**src/rtl/param_mem_ctrl.sv**
```systemverilog
// Parametrised single-port memory with valid/ready requests, byte-enable writes, pipelined
// read responses, range checking and a post-reset clear sweep. Optional MEM_PARITY_EN adds per-byte parity.
module param_mem_ctrl #(
  parameter int DATA_WIDTH = 32,
  parameter int DEPTH      = 16,
  parameter int ADDR_WIDTH = (DEPTH > 1) ? $clog2(DEPTH) : 1,
  parameter int RD_LATENCY = 1
) (
  input  logic                    clk,
  input  logic                    rst,
  input  logic                    req_valid,
  output logic                    req_ready,
  input  logic                    req_we,
  input  logic [ADDR_WIDTH-1:0]   req_addr,
  input  logic [DATA_WIDTH-1:0]   req_wdata,
  input  logic [DATA_WIDTH/8-1:0] req_be,
  output logic                    rsp_valid,
  output logic [DATA_WIDTH-1:0]   rsp_data,
  output logic                    rsp_err,
  output logic                    init_done
`ifdef MEM_PARITY_EN
  ,
  input  logic                    par_inject
`endif
);

  localparam int NB = DATA_WIDTH / 8;
  localparam logic [ADDR_WIDTH:0]   DEPTH_W   = (ADDR_WIDTH + 1)'(DEPTH);
  localparam logic [ADDR_WIDTH-1:0] LAST_ADDR = ADDR_WIDTH'(DEPTH - 1);

  typedef enum logic {ST_CLEAR, ST_RUN} state_e;

  state_e                  state_q, state_d;
  logic [ADDR_WIDTH-1:0]   clr_ptr_q, clr_ptr_d;
  logic [DATA_WIDTH-1:0]   mem_q [DEPTH];
  logic                    accept, in_range, mem_we, rd_err;
  logic [ADDR_WIDTH-1:0]   wr_addr;
  logic [DATA_WIDTH-1:0]   rd_word, wr_word;
  logic                    s0_valid_q, s0_valid_d, s0_err_q, s0_err_d;
  logic [DATA_WIDTH-1:0]   s0_data_q, s0_data_d;

  assign in_range = {1'b0, req_addr} < DEPTH_W;
  assign rd_word  = in_range ? mem_q[req_addr] : '0;

`ifdef MEM_PARITY_EN
  logic [NB-1:0] par_q [DEPTH];
  logic [NB-1:0] rd_par, wr_par;

  assign rd_par = in_range ? par_q[req_addr] : '0;

  // Even parity: the stored bit equals the XOR of the byte, so byte plus bit has even weight.
  always_comb begin
    rd_err = 1'b0;
    wr_par = rd_par;
    for (int i = 0; i < NB; i++) begin
      rd_err = rd_err | ((^rd_word[8*i +: 8]) ^ rd_par[i]);
      if (req_be[i]) wr_par[i] = ^req_wdata[8*i +: 8];
    end
    if (par_inject && req_be[0]) wr_par[0] = ~wr_par[0];
    if (state_q == ST_CLEAR) wr_par = '0;
  end

  always_ff @(posedge clk) begin
    if (mem_we && !rst) par_q[wr_addr] <= wr_par;
  end
`else
  assign rd_err = 1'b0;
`endif

  // NOTE: every signal gets a default at the top of the block so no path leaves it unassigned (no latches).
  always_comb begin
    state_d   = state_q;
    clr_ptr_d = clr_ptr_q;
    req_ready = 1'b0;
    init_done = 1'b0;
    accept    = 1'b0;
    mem_we    = 1'b0;
    wr_addr   = req_addr;
    wr_word   = rd_word;
    for (int i = 0; i < NB; i++) begin
      if (req_be[i]) wr_word[8*i +: 8] = req_wdata[8*i +: 8];
    end

    if (state_q == ST_CLEAR) begin
      mem_we    = 1'b1;
      wr_addr   = clr_ptr_q;
      wr_word   = '0;
      clr_ptr_d = clr_ptr_q + 1'b1;
      if (clr_ptr_q == LAST_ADDR) begin
        state_d   = ST_RUN;
        clr_ptr_d = '0;
      end
    end else begin
      req_ready = 1'b1;
      init_done = 1'b1;
      accept    = req_valid;
      mem_we    = accept && req_we && in_range;
    end

    // Reads and every out-of-range request produce a response; in-range writes do not.
    s0_valid_d = accept && (!req_we || !in_range);
    s0_err_d   = s0_valid_d ? (!in_range || (!req_we && rd_err)) : s0_err_q;
    s0_data_d  = s0_valid_d ? rd_word : s0_data_q;
  end

  // NOTE: sequential state uses non-blocking assignments so every flop samples pre-edge values.
  always_ff @(posedge clk) begin
    if (rst) begin
      state_q    <= ST_CLEAR;
      clr_ptr_q  <= '0;
      s0_valid_q <= 1'b0;
      s0_err_q   <= 1'b0;
      s0_data_q  <= '0;
    end else begin
      state_q    <= state_d;
      clr_ptr_q  <= clr_ptr_d;
      s0_valid_q <= s0_valid_d;
      s0_err_q   <= s0_err_d;
      s0_data_q  <= s0_data_d;
    end
  end

  // NOTE: storage has no reset branch; the clear sweep zeroes it over DEPTH cycles instead.
  always_ff @(posedge clk) begin
    if (mem_we && !rst) mem_q[wr_addr] <= wr_word;
  end

  // Any RD_LATENCY other than 1 builds the two-stage response path.
  if (RD_LATENCY == 1) begin : g_lat1
    assign rsp_valid = s0_valid_q;
    assign rsp_err   = s0_err_q;
    assign rsp_data  = s0_data_q;
  end else begin : g_lat2
    logic                  rsp_valid_q, rsp_err_q, rsp_err_d;
    logic [DATA_WIDTH-1:0] rsp_data_q, rsp_data_d;

    always_comb begin
      rsp_err_d  = s0_valid_q ? s0_err_q  : rsp_err_q;
      rsp_data_d = s0_valid_q ? s0_data_q : rsp_data_q;
    end

    always_ff @(posedge clk) begin
      if (rst) begin
        rsp_valid_q <= 1'b0;
        rsp_err_q   <= 1'b0;
        rsp_data_q  <= '0;
      end else begin
        rsp_valid_q <= s0_valid_q;
        rsp_err_q   <= rsp_err_d;
        rsp_data_q  <= rsp_data_d;
      end
    end

    assign rsp_valid = rsp_valid_q;
    assign rsp_err   = rsp_err_q;
    assign rsp_data  = rsp_data_q;
  end

endmodule

```
**config.mk**
```make
export PLATFORM = sky130hd
export DESIGN_NAME = param_mem_ctrl
export DESIGN_NICKNAME = d
export VERILOG_FILES = /design/src/rtl/param_mem_ctrl.sv
export SDC_FILE = /design/constraint.sdc
export NUM_CORES = 1
export LEC_CHECK = 0
export ABC_AREA = 1
export CORE_ASPECT_RATIO = 0.5
export CORE_MARGIN = 1.5
export CORE_UTILIZATION = 55
export DETAILED_ROUTE_END_ITERATION = 16
export PLACE_DENSITY = 0.73
export SLEW_MARGIN = 25
export SYNTH_ARGS = -nofsm -noshare
export SYNTH_HDL_FRONTEND = slang
export SYNTH_SLANG_ARGS = --single-unit
```
**constraint.sdc**
```tcl
create_clock -name clk -period 4.8 [get_ports clk]
set_input_delay 0.96 -clock clk [delete_from_list [all_inputs] [get_ports clk]]
set_output_delay 0.96 -clock clk [all_outputs]
set_load 0.005 [all_outputs]
```
; ---- Word level (Yosys, flattened, before mapping)
; Memories as Yosys holds them, arrays and structs flattened.
; Index checks and enable logic that the tools add are counted.
[classes]
n_addsub = 1
reduce_logical = 5
n_mux = 14
n_eq_ne = 1
[op_table]
columns = operator, count
row1 = two-way mux 32 bit, 1
row2 = two-way mux 8 bit, 4
row3 = two-way mux 4 bit, 2
row4 = two-way mux 1 bit, 7
row5 = "adder 4 x 1 -> 4 bit, second input constant", 1
row6 = "== test 4 bit, second input constant", 1
row7 = logical AND 1 bit, 3
row8 = logical NOT 1 bit, 2
[totals]
in_bits = 44
memories = 1
regBits = 38
mem_bits_rw = 512
elab_cells = 26
[memory_table]
columns = memory, words, width, read_ports, rd_clocked_by_memory_dff, wr, line_no
row1 = mem_q, 16, 32, 1, 0, 1, 35  ; logic [DATA_WIDTH-1:0] mem_q [DEPTH];

; ---- Depth between registers and ports, before layout
[logic_depth]
depth_word = 5
depth_mapped = 12

; ---- Least setup slack after synthesis
; Ideal clock, no wire load.
[synth_path]
path_kind = input to register
startpoint = in req_addr[0]
endpoint = mem mem_q[4][0], enable pin
setup_time_ns = 0.421
n_path_buf = 3
t_arrival_ns = 3.108
path_stages = 6
slack_ns = 1.271
cell_sequence = buf_6 > buf_4 > buf_4 > a21oi_1 > nand2_1 > nor2_1
[synth_between]
elab_chain_len = 1
[synth_lines]
columns = item, line_no
row1 = "start, declared", 14  ; input logic [ADDR_WIDTH-1:0] req_addr,
row2 = two-way mux 4 bit, 84  ; if (state_q == ST_CLEAR) begin
row3 = "end, declared", 35
; No other way between the ends.

; ---- Worst setup path after layout
[layout_path]
startpoint = in req_addr[0]
endpoint = mem mem_q[2][6], data pin
[layout_between]
elab_chain_len = 3
[layout_lines]
columns = item, line_no
row1 = memory (16 x 32 bit), -
row2 = two-way mux 8 bit, 81  ; if (req_be[i]) wr_word[8*i +: 8] = req_wdata[8*i +: 8];
row3 = two-way mux 32 bit, 84
row4 = net wr_word[6], 38  ; logic [DATA_WIDTH-1:0] rd_word, wr_word;
; The timed path passes the listed nets, and every way through them passes these cells.

==> impl_results.md <==
- Status: finished, final reports clean
- Setup TNS: 0 ps
- Post-CTS Resized: 0
- Ant. Diodes: 0
- Setup Buffers After CTS: 0
- Antenna Nets Post-Route: 0
- Reg2Reg Launch Point: state_q$_SDFF_PP0_
- Min setup slack post-route: 1641 ps
- Initial Util: 0.5643
- CP Capture Type: flop
- Maximum vdd ir drop: 0.2553 mV
- Register area share after synthesis: 0.6737
- Hold Path Cell Cnt: 2
- Chip width: 298.1 um
- Yosys cell types: 24
- Family with the most delay on the worst path: buffers and inverters
- Layout cell share with drive strength beyond 1: 0.05267
- Final cycle utilization of the critical path: 0.6581
- R2R depth: 4
- Nets: 2495
- Via count: 16520
- Synth cell count leaders: nand2_1 (841), edfxtp_1 (512), nand3_1 (387), inv_1 (335), nor2_1 (150)
- Synth area leader: edfxtp_1
- Htree depth: 2
- Pwr dens: 361.9 mW/mm2
- CTS tree: built
- Post-synth EDFFs: 512
- Die height: 150.6 um
- First-pass GRT wire length: 89730 um
- Async SR Flop Fraction: 0
- Synth top area share: 0.6420
- F_max: 316.6 MHz
- DIE AREA: 0.04488 mm2
- Worst-skew pair later-pin latency: 570 ps
- Clk sinks: 550
- Startpoint Class: input pin
- Mapped Nets: 2454
- Finished Layout Cells: 3064
- Util after Layout: 0.6311
- Iteration-0 DRC Markers: 1931
- Number of vias per cell: 5.390
- Final Critical Period: 3159 ps
- Ys flop type: edfxtp_1
- GRT Util Overall: 0.2644
- Max-cap violations: 0
- Crit path largest cell delay: 550 ps
- Cells after synthesis: 2409
- Initial antenna violation count: 0
- Most common cell in the netlist: nand2_1
- Pre-CTS WS: 1139 ps
- Port Buffer Count: 78
- Final Skew: 16.23 ps
- Num CTS Buffers: 48
- Buffer depth of the longest clock path: 3
- #FFs+latches synth: 550
- Synth warnings: 0
- Cts hold-fix bufs: 0
- Mapped cell area: 0.02395 mm2
- Crit path buffers/inverters: 3
- CP Data Arrival Time: 3450 ps
- Clock slew at reported path FFs: 70 ps
- Hold crit path type: reg -> reg
- Worst Max-Slew Pin Slew: 1031 ps
- Slowest library cell on the worst path: buf_12
- Slew headroom: 0.3130
- Leak pwr: 11.43 nW
- RSZ-0062 raised after global routing: no
- Most frequent CP cell: nand2_1
- Area of the core: 0.04244 mm2
- Root Driver: clkbuf_16
- Number of top-level pins: 80
- GR Overflow Total: 0
- Detailed placement HPWL: 31080 um
- Routability cong.: 0.7814
- Vias in the first global route: 15590
- Area grow syn2layout: 11.83%
- Row cnt: 53
- Inst Count DP: 2977
- Worst Hold End: clr_ptr_q[1]$_SDFFE_PP0N_
- R2R setup slack: 2020 ps
- Drt wl/cell: 19.06 um
- DRC viols: 0
- Drt total wl: 58390 um
- TritonRoute pass-1 iters: 5
- Endpoints failing setup: 0
- Largest net degree at the start of global routing: 184
- HP Start: clr_ptr_q[1]$_SDFFE_PP0N_
- Reg-to-reg endpoint: mem_q[9][11]$_DFFE_PP_
- Pins over their slew limit: 0
- Syn Area/Cell: 9.942 um2
- Fin. Hold Viols: 0
- Synth area leaders: edfxtp_1 (64%), nand2_1 (13%), nand3_1 (8.1%)
- Critical path cell sequence: clkbuf_8, buf_12, nand2_1, nand2_1, nand2_1, nand3_1, nand3_1, nand3_1, nand2_1, inv_1
- Crit-path max FO: 183
- Setup Crit Path Kind: in -> reg
- Worst path required time: 5090 ps
sequential cells by signal (all words and copies together) (netlist names):
register and count:
clr_ptr_q 4, mem_q 512, rsp_data 32, rsp_valid 1, state_q 1
worst max path at each step:
| stage | start | end | slack (ps) | cells after the start |
|---|---|---|---|---|
| 6_report | req_addr[0] | mem_q[2][6]$_DFFE_PP_ | 1640 | 10 |
| 5_1_grt | req_addr[0] | mem_q[2][6]$_DFFE_PP_ | 1480 | 11 |
| 4_1_cts | req_addr[0] | mem_q[12][6]$_DFFE_PP_ | 1720 | 10 |
| 3_5_place_dp | req_we | mem_q[9][9]$_DFFE_PP_ | 1140 | 6 |
| 3_3_place_gp | req_we | mem_q[5][7]$_DFFE_PP_ | 1170 | 6 |
| 2_1_floorplan | req_addr[0] | mem_q[4][0]$_DFFE_PP_ | 1270 | 6 |
metrics by stage:
| stage | power (mW) | cell area (um2) | hold slack [ps] |
|---|---|---|---|
| 2_1_floorplan | 5.726 | 23950 | 454.5 |
| 3_3_place_gp | 5.894 | 25230 | 467.8 |
| 3_5_place_dp | 5.903 | 25230 | 472.9 |
| 4_1_cts | 9.720 | 26780 | 484.9 |
| 5_1_grt | 9.968 | 26780 | 525.7 |
| 6_report | 9.692 | 26780 | 483.3 |
layout make-up:
class                           count  area (um2)
Inverter                          337        1272
Sequential cell                   550       16140
Tap cell                          577       721.9
Multi-Input combinational cell   1397        5894
Timing Repair Buffer              116        1202
Clock inverter                     10       125.1
Clock buffer                       77        1431
Fill cell                        3296       15660
cells by family (layout without fill, tap and decap cells):
group                      after synthesis  in the layout  share of synthesized area
AOI/OAI and AO/OA                       10             10                   0.002246
adders and majority gates                1              1                  0.0005224
buffers and inverters                  462            540                    0.08537
DFF                                    550            550                     0.6737
other                                    1              1                  0.0001566
and+or+nand+nor                       1385           1385                     0.2380
layer usage:
| layer | track usage | routed length [um] |
|---|---|---|
| met1 | 0.3738 | 24650 |
| met5 | 0 | 0 |
| met4 | 0.08680 | 1522 |
| met2 | 0.4200 | 26430 |
| met3 | 0.04646 | 5791 |
where the power goes:
part / switching, mW / internal, mW / total (mW) / leakage (nW)
Clock: 1.69 / 2.20 / 3.88 / 0.760
Sequential: 0.0131 / 5.22 / 5.24 / 5.06
Combinational: 0.400 / 0.170 / 0.570 / 5.61
tightest hold or removal path, delay by kind of cell (launching register included):
family / cells / cell delay (ps)
flip-flops: 1 / 310
buffers and inverters: 1 / 70
AO/OA/AOI/OAI: 1 / 60
cells in the final DEF (no fill, tap or decap), types with 3 or more instances in the layout:
| cell | netlist | layout |
|---|---|---|
| a21oi_1 | 5 | 5 |
| nor3_1 | 3 | 3 |
| clkinv_1 | 0 | 3 |
| clkbuf_8 | 0 | 11 |
| buf_12 | 0 | 12 |
| buf_4 | 9 | 27 |
| nor2_4 | 0 | 17 |
| nand2_1 | 841 | 841 |
| nand3_1 | 387 | 387 |
| clkbuf_1 | 21 | 18 |
| clkbuf_16 | 0 | 49 |
| buf_2 | 52 | 3 |
| clkdlybuf4s50_1 | 0 | 73 |
| nor2_1 | 150 | 134 |
| inv_1 | 335 | 333 |
| edfxtp_1 | 512 | 512 |
| clkinv_2 | 0 | 3 |
| o21ai_0 | 3 | 3 |
| bufinv_16 | 0 | 3 |
| dfxtp_1 | 38 | 38 |
No activity file was read; power rests on OpenSTA's default activity.
